===== config.mk =====
export PLATFORM = sky130hd
export DESIGN_NAME = vanilla_pc_hist_sched_flat
export DESIGN_NICKNAME = d
export VERILOG_FILES = /design/src/rtl/vanilla_pc_hist_sched_if.sv /design/src/rtl/vanilla_pc_hist_sched.sv /design/src/flat_wrapper.sv
export SDC_FILE = /design/constraint.sdc
export NUM_CORES = 1
export LEC_CHECK = 0
export CORE_UTILIZATION = 45
export DETAILED_ROUTE_END_ITERATION = 10
export GPL_TIMING_DRIVEN = 0
export PLACE_DENSITY_LB_ADDON = 0.2
export REMOVE_ABC_BUFFERS = 1
export SYNTH_ARGS = -nofsm -noshare
export SYNTH_HDL_FRONTEND = slang
export SYNTH_HIERARCHICAL = 1
export SYNTH_SLANG_ARGS = --single-unit

===== constraint.sdc =====
create_clock -name clk_i -period 6.2 [get_ports clk_i]
set_input_delay 0.93 -clock clk_i [delete_from_list [all_inputs] [get_ports clk_i]]
set_output_delay 0.93 -clock clk_i [all_outputs]
set_load 0.01 [all_outputs]

===== src/rtl/vanilla_pc_hist_sched_if.sv =====
// Event-in / histogram-update-out bundle for vanilla_pc_hist_sched.
// The scheduler takes the slave side; a requester/engine model takes master.
interface vanilla_pc_hist_sched_if #(
  parameter int num_req_p  = 4,
  parameter int pc_width_p = 32,
  parameter int op_width_p = 5
);
  logic [num_req_p-1:0]            ev_v_i;
  logic [num_req_p*pc_width_p-1:0] ev_pc_i;
  logic [num_req_p*op_width_p-1:0] ev_op_i;
  logic                            hist_v_o;
  logic [pc_width_p-1:0]           hist_pc_o;
  logic [op_width_p-1:0]           hist_op_o;
  logic [$clog2(num_req_p)-1:0]    hist_src_o;
  logic                            hist_ready_i;

  modport slave (
    input  ev_v_i, ev_pc_i, ev_op_i, hist_ready_i,
    output hist_v_o, hist_pc_o, hist_op_o, hist_src_o
  );

  modport master (
    output ev_v_i, ev_pc_i, ev_op_i, hist_ready_i,
    input  hist_v_o, hist_pc_o, hist_op_o, hist_src_o
  );
endinterface


===== src/rtl/vanilla_pc_hist_sched.sv =====
// PC-histogram event scheduler: per-requester holding slots, round-robin grant, IDLE/RUN/DRAIN.
// Define VANILLA_PC_HIST_SCHED_DROP_COUNT_EN to build the saturating drop counter.
module vanilla_pc_hist_slot #(
  parameter int pc_width_p = 32,
  parameter int op_width_p = 5
) (
  input  logic                  clk,
  input  logic                  rst,
  input  logic                  wr,
  input  logic                  clr,
  input  logic [pc_width_p-1:0] wr_pc,
  input  logic [op_width_p-1:0] wr_op,
  output logic                  held_v,
  output logic [pc_width_p-1:0] held_pc,
  output logic [op_width_p-1:0] held_op
);
  // A write in the same cycle as the handshake refills the slot instead of emptying it.
  always_ff @(posedge clk or posedge rst) begin
    if (rst) begin
      held_v  <= 1'b0;
      held_pc <= '0;
      held_op <= '0;
    end else if (wr) begin
      held_v  <= 1'b1;
      held_pc <= wr_pc;
      held_op <= wr_op;
    end else if (clr) begin
      held_v  <= 1'b0;
    end
  end
endmodule

module vanilla_pc_hist_sched #(
  parameter int num_req_p        = 4,
  parameter int pc_width_p       = 32,
  parameter int op_width_p       = 5,
  parameter int drop_cnt_width_p = 16
) (
  input  logic                        clk_i,
  input  logic                        reset_i,
  input  logic                        enable_i,
  vanilla_pc_hist_sched_if.slave      bus,
  output logic                        busy_o,
  output logic                        drain_done_o,
  output logic [drop_cnt_width_p-1:0] drop_count_o
);
  localparam int src_w = $clog2(num_req_p);

  typedef enum logic [1:0] {IDLE, RUN, DRAIN} state_e;
  state_e state, state_nxt;

  logic [num_req_p-1:0]                 slot_v, wr, clr;
  logic [num_req_p-1:0][pc_width_p-1:0] slot_pc;
  logic [num_req_p-1:0][op_width_p-1:0] slot_op;
  logic [src_w-1:0] rr_ptr, lock_idx, arb_idx, gnt, cand;
  logic             arb_found, locked, hist_v, hs;

  for (genvar i = 0; i < num_req_p; i++) begin : g_slot
    assign clr[i] = hs && (gnt == src_w'(i));
    assign wr[i]  = (state == RUN) && bus.ev_v_i[i] && (!slot_v[i] || clr[i]);

    vanilla_pc_hist_slot #(.pc_width_p(pc_width_p), .op_width_p(op_width_p)) u_slot (
      .clk     (clk_i),
      .rst     (reset_i),
      .wr      (wr[i]),
      .clr     (clr[i]),
      .wr_pc   (bus.ev_pc_i[i*pc_width_p +: pc_width_p]),
      .wr_op   (bus.ev_op_i[i*op_width_p +: op_width_p]),
      .held_v  (slot_v[i]),
      .held_pc (slot_pc[i]),
      .held_op (slot_op[i])
    );
  end

  // Round-robin search starting at rr_ptr (one past the last handshaked requester).
  always_comb begin
    arb_idx   = '0;
    arb_found = 1'b0;
    cand      = '0;
    for (int k = 0; k < num_req_p; k++) begin
      cand = src_w'((int'(rr_ptr) + k) % num_req_p);
      if (!arb_found && slot_v[cand]) begin
        arb_found = 1'b1;
        arb_idx   = cand;
      end
    end
  end

  // A stalled offer keeps its grant; slot contents cannot change while full and unfreed.
  assign gnt    = locked ? lock_idx : arb_idx;
  assign hist_v = (state != IDLE) && arb_found;
  assign hs     = hist_v && bus.hist_ready_i;

  assign bus.hist_v_o   = hist_v;
  assign bus.hist_pc_o  = hist_v ? slot_pc[gnt] : '0;
  assign bus.hist_op_o  = hist_v ? slot_op[gnt] : '0;
  assign bus.hist_src_o = hist_v ? gnt : '0;

  always_ff @(posedge clk_i or posedge reset_i) begin
    if (reset_i) begin
      locked   <= 1'b0;
      lock_idx <= '0;
      rr_ptr   <= '0;
    end else begin
      locked   <= hist_v && !bus.hist_ready_i;
      lock_idx <= gnt;
      if (hs) rr_ptr <= (gnt == src_w'(num_req_p - 1)) ? '0 : gnt + 1'b1;
    end
  end

  always_ff @(posedge clk_i or posedge reset_i) begin
    if (reset_i) state <= IDLE;
    else         state <= state_nxt;
  end

  // enable_i is not looked at in DRAIN, so a re-enable waits for the drain to finish.
  always_comb begin
    state_nxt    = state;
    drain_done_o = 1'b0;
    case (state)
      IDLE:  if (enable_i) state_nxt = RUN;
      RUN:   if (!enable_i) state_nxt = DRAIN;
      DRAIN: if (!(|slot_v)) begin
        state_nxt    = IDLE;
        drain_done_o = 1'b1;
      end
      default: state_nxt = IDLE;
    endcase
  end

  assign busy_o = (state != IDLE);

`ifdef VANILLA_PC_HIST_SCHED_DROP_COUNT_EN
  // Headroom of 5 bits covers up to 16 simultaneous drops before the saturation compare.
  localparam int sum_w = drop_cnt_width_p + 5;
  logic [num_req_p-1:0]        drop;
  logic [sum_w-1:0]            drop_sum;
  logic [drop_cnt_width_p-1:0] drop_cnt;

  always_comb begin
    drop     = {num_req_p{state == RUN}} & bus.ev_v_i & slot_v & ~clr;
    drop_sum = sum_w'(drop_cnt);
    for (int i = 0; i < num_req_p; i++) drop_sum = drop_sum + sum_w'(drop[i]);
  end

  always_ff @(posedge clk_i or posedge reset_i) begin
    if (reset_i)                                           drop_cnt <= '0;
    else if (drop_sum > sum_w'({drop_cnt_width_p{1'b1}})) drop_cnt <= '1;
    else                                                   drop_cnt <= drop_cnt_width_p'(drop_sum);
  end

  assign drop_count_o = drop_cnt;
`else
  assign drop_count_o = '0;
`endif
endmodule

===== src/flat_wrapper.sv =====
// flat-port wrapper written by rule: the top's interface ports become plain ports
module vanilla_pc_hist_sched_flat 
#(
  parameter int num_req_p        = 4,
  parameter int pc_width_p       = 32,
  parameter int op_width_p       = 5,
  parameter int drop_cnt_width_p = 16
)
  (clk_i, reset_i, enable_i, busy_o, drain_done_o, drop_count_o, bus_ev_v_i, bus_ev_pc_i, bus_ev_op_i, bus_hist_ready_i, bus_hist_v_o, bus_hist_pc_o, bus_hist_op_o, bus_hist_src_o);
  vanilla_pc_hist_sched_if #(.num_req_p(num_req_p), .pc_width_p(pc_width_p), .op_width_p(op_width_p)) bus_i ();
  input  logic clk_i;
  input  logic reset_i;
  input  logic enable_i;
  output logic busy_o;
  output logic drain_done_o;
  output logic [drop_cnt_width_p-1:0] drop_count_o;
  input wire logic [$bits(bus_i.ev_v_i)-1:0] bus_ev_v_i;
  input wire logic [$bits(bus_i.ev_pc_i)-1:0] bus_ev_pc_i;
  input wire logic [$bits(bus_i.ev_op_i)-1:0] bus_ev_op_i;
  input wire logic [$bits(bus_i.hist_ready_i)-1:0] bus_hist_ready_i;
  output wire logic [$bits(bus_i.hist_v_o)-1:0] bus_hist_v_o;
  output wire logic [$bits(bus_i.hist_pc_o)-1:0] bus_hist_pc_o;
  output wire logic [$bits(bus_i.hist_op_o)-1:0] bus_hist_op_o;
  output wire logic [$bits(bus_i.hist_src_o)-1:0] bus_hist_src_o;
  assign bus_i.ev_v_i = bus_ev_v_i;
  assign bus_i.ev_pc_i = bus_ev_pc_i;
  assign bus_i.ev_op_i = bus_ev_op_i;
  assign bus_i.hist_ready_i = bus_hist_ready_i;
  assign bus_hist_v_o = bus_i.hist_v_o;
  assign bus_hist_pc_o = bus_i.hist_pc_o;
  assign bus_hist_op_o = bus_i.hist_op_o;
  assign bus_hist_src_o = bus_i.hist_src_o;
  vanilla_pc_hist_sched #(.num_req_p(num_req_p), .pc_width_p(pc_width_p), .op_width_p(op_width_p), .drop_cnt_width_p(drop_cnt_width_p)) u_core (.clk_i(clk_i), .reset_i(reset_i), .enable_i(enable_i), .bus(bus_i), .busy_o(busy_o), .drain_done_o(drain_done_o), .drop_count_o(drop_count_o));
endmodule

==> flow_metrics.env <==
export IMPL_cpLargestDelayFamily="simple AND/OR/NAND/NOR gates"
export IMPL_synth_edf_count=0
export IMPL_layout_nets=884
export IMPL_worst_min_delay_path_category="flip-flop to flip-flop"
export IMPL_insertion_delay_ns=0.42
export IMPL_rsz0062_at_grt="no"
export IMPL_postSynth_topFlopCell="sky130_fd_sc_hd__dfrtp_1"
export IMPL_viasPerCell=5.246
export IMPL_cts_inserted_buffers=17
export IMPL_synthesis_yosys_warnings=6
export IMPL_worst_clock_skew_ns=0.01070
export IMPL_place_port_buffers=197
export IMPL_power_per_cell_area_nw_per_um2=573.4
export IMPL_crit_path_end_kind="output pin"
export IMPL_layout_cell_share_with_drive_strength_beyond_1=0.2838
export IMPL_routedWlPerCell_um=20.50
export IMPL_route_vias_total=5036
export IMPL_placementRows=47
export IMPL_synth_top_cells_by_area="sky130_fd_sc_hd__dfrtp_1 51%, sky130_fd_sc_hd__mux2_4 15%, sky130_fd_sc_hd__mux2_2 11%"
export IMPL_max_freq_mhz=224.1
export IMPL_antennaDiodeCount=0
export IMPL_grt_remaining_overflow=0
export IMPL_worst_endpoint_required_ns=5.27
export IMPL_sequentialPowerShare=0.314
export IMPL_min_period_over_period=0.7197
export IMPL_setup_slack_ns=1.738
export IMPL_initial_core_util=0.4648
export IMPL_cts_hold_fix_buffers=0
export IMPL_crit_chain="nand2b_1 > a2111o_1 > and3_1 > clkinv_2 > nand2_2 > o22ai_1 > clkdlybuf4s50_1"
export IMPL_setup_violations=0
export IMPL_worst_setup_path_type="flip-flop to output pin"
export IMPL_core_area_um2=16700
export IMPL_firstDrtPassIters=4
export IMPL_clk_pin_slew_ns=0.06
export IMPL_ios=214
export IMPL_run_status="complete, no violations"
export IMPL_cpMaxStageDelayCell="sky130_fd_sc_hd__nand2_2"
export IMPL_power_combinational_fraction=0.523
export IMPL_remaining_drc_errors=0
export IMPL_internal_power_uw=3907
export IMPL_worst_setup_path_start_kind="flip-flop"
export IMPL_worst_pin_slew_ns=1.113
export IMPL_first_global_vias=5573
export IMPL_cts_root_buf="sky130_fd_sc_hd__clkbuf_16"
export IMPL_netlist_cell_type_count=34
export IMPL_report_final_slew_viol_count=0
export IMPL_total_leakage_power_uw=0.004603
export IMPL_detail_route_iter0_violations=224
export IMPL_globalplace_congestion=0.8238
export IMPL_cp_max_fo=38
export IMPL_detail_route_wirelength_mm=19.68
export IMPL_gr_usage_all_layers=0.2312
export IMPL_floorplan_die_height_um=133.3
export IMPL_report_final_hold_viol_count=0
export IMPL_antenna_violating_nets_post_route=0
export IMPL_yosys_area_top_type_share=0.5126
export IMPL_post_cts_resize_count=0
export IMPL_area_growth_synth_to_finish_pct=34.62
export IMPL_cts_htree_levels=4
export IMPL_postSynthAreaPerCell_um2=14.43
export IMPL_ir_drop_uv=528.2
export IMPL_synth_cells=538
export IMPL_clockBufferDepth=2
export IMPL_timing_critical_path_slowest_cell_delay_ns=0.62
export IMPL_die_width_um=133.3
export IMPL_maxCapViolCount=0
export IMPL_seq_area_frac_synth=0.5126
export IMPL_grt_antenna_before_repair=0
export IMPL_ys_seq_elements=159
export IMPL_clock_sinks=159
export IMPL_crit_arrival_ns=3.53
export IMPL_p_sw_uw=2084
export IMPL_yosys_top_cell_by_area="sky130_fd_sc_hd__dfrtp_1"
export IMPL_yosys_cell_count_top_type="sky130_fd_sc_hd__dfrtp_1"
export IMPL_clock_power_share=0.163
export IMPL_tritoncts="done"
export IMPL_min_period_ns=4.462
export IMPL_place_hpwl_mm=13.32
export IMPL_postSynth_asyncResetShare=1.000
export IMPL_cts_setup_buffers=0
export IMPL_setup_tns_final_ns=0
export IMPL_placement_setup_worst_slack_ns=2.176
export IMPL_slew_headroom=0.2555
export IMPL_netlist_top_cells_count="159 x sky130_fd_sc_hd__dfrtp_1, 76 x sky130_fd_sc_hd__mux2_4, 74 x sky130_fd_sc_hd__mux2i_1, 73 x sky130_fd_sc_hd__mux2_2, 26 x sky130_fd_sc_hd__o22ai_1"
export IMPL_syn_area_um2=7762
export IMPL_worst_hold_slack_ns=0.4952
export IMPL_fp_dieArea_um2=17780
export IMPL_grt_max_degree=47
export IMPL_grt_first_pass_wirelength_mm=31.24
export IMPL_switching_share=0.3479
export IMPL_cp_buf_inv_count=2
## layer usage
layer | vias to the layer above | wire length (um) | GRT usage
li1 | 2276 | - | -
met1 | 2555 | 8392 | 0.2891
met2 | 179 | 9711 | 0.3845
met3 | 26 | 1257 | 0.07306
met4 | 0 | 320 | 0.06439
met5 | - | 0 | 0
## sequential cells by signal, summed over array words and instances, names as in the netlist
register	flops
u_core/state	2
u_core/locked	1
u_core/rr_ptr	2
u_core/g_slot.u_slot/held_pc	128
u_core/g_slot.u_slot/held_v	4
u_core/g_slot.u_slot/held_op	20
u_core/lock_idx	2
## cells by family after synthesis
| kind of cell | after synthesis | synth area share |
|---|---|---|
| compound gates | 52 | 0.05384 |
| other cells | 1 | 0.0004831 |
| flops | 159 | 0.5126 |
| mux | 223 | 0.3483 |
| simple gates | 32 | 0.02273 |
| fa+ha+maj | 1 | 0.001612 |
| buf+inv | 70 | 0.06044 |
## layout by cell type, fill, tap and decap left out, types with 4 or more instances in the layout
master / count
sky130_fd_sc_hd__o22ai_1: 26
sky130_fd_sc_hd__conb_1: 16
sky130_fd_sc_hd__mux2i_1: 74
sky130_fd_sc_hd__clkbuf_1: 4
sky130_fd_sc_hd__nand2_1: 8
sky130_fd_sc_hd__mux2_2: 73
sky130_fd_sc_hd__nand2b_1: 4
sky130_fd_sc_hd__nor2_1: 4
sky130_fd_sc_hd__clkbuf_16: 17
sky130_fd_sc_hd__nor2b_1: 4
sky130_fd_sc_hd__clkdlybuf4s50_1: 197
sky130_fd_sc_hd__a21o_1: 4
sky130_fd_sc_hd__clkinv_2: 6
sky130_fd_sc_hd__inv_1: 15
sky130_fd_sc_hd__mux2_4: 76
sky130_fd_sc_hd__inv_2: 4
sky130_fd_sc_hd__dfrtp_1: 159
sky130_fd_sc_hd__o22ai_2: 12
sky130_fd_sc_hd__buf_12: 5
## metrics by stage
step | util | cells | power (uW) | instance area, um^2
after CTS | 0.6257 | 960 | 6035 | 10450
after floorplan | - | 503 | 3943 | 7426
after global routing | 0.6257 | 960 | 6320 | 10450
after detailed placement | 0.5933 | 928 | 5025 | 9908
after global placement | 0.5792 | 920 | 4966 | 9673
final | 0.6257 | 960 | 5992 | 10450
## worst paths after layout
check	cells after the start	start	slack, ns	end
hold reg to reg	1	u_core/state[1]	0.50	u_core/state[0]
max in group asynchronous	3	reset_i	4.59	u_core/g_slot[0].u_slot/held_op[3]
min in group asynchronous	2	reset_i	0.99	u_core/lock_idx[0]
hold / removal	1	u_core/state[1]	0.50	u_core/state[0]
setup reg to reg	8	u_core/g_slot[0].u_slot/held_v	2.45	u_core/g_slot[2].u_slot/held_pc[0]
setup / recovery	7	u_core/g_slot[2].u_slot/held_v	1.74	bus_hist_pc_o[26]
## final cells by class
type                            instances  area, um^2
Clock buffer                           22       454.2
Clock inverter                         10       87.58
Fill cell                            1254        6251
Inverter                               20       76.32
Multi-Input combinational cell        324        3423
Sequential cell                       159        3979
Tap cell                              220       275.3
Timing Repair Buffer                  205        2155
## power groups by stage
stage / Sequential [uW] / Clock, uW / Combinational (uW)
floorplan: 1780 / 0 / 2160
detailed placement: 1890 / 0 / 3140
global route: 1940 / 1050 / 3330
CTS: 1880 / 999 / 3160
finish: 1880 / 974 / 3140
global placement: 1840 / 0 / 3130
(Power assumes the default switching activity.)
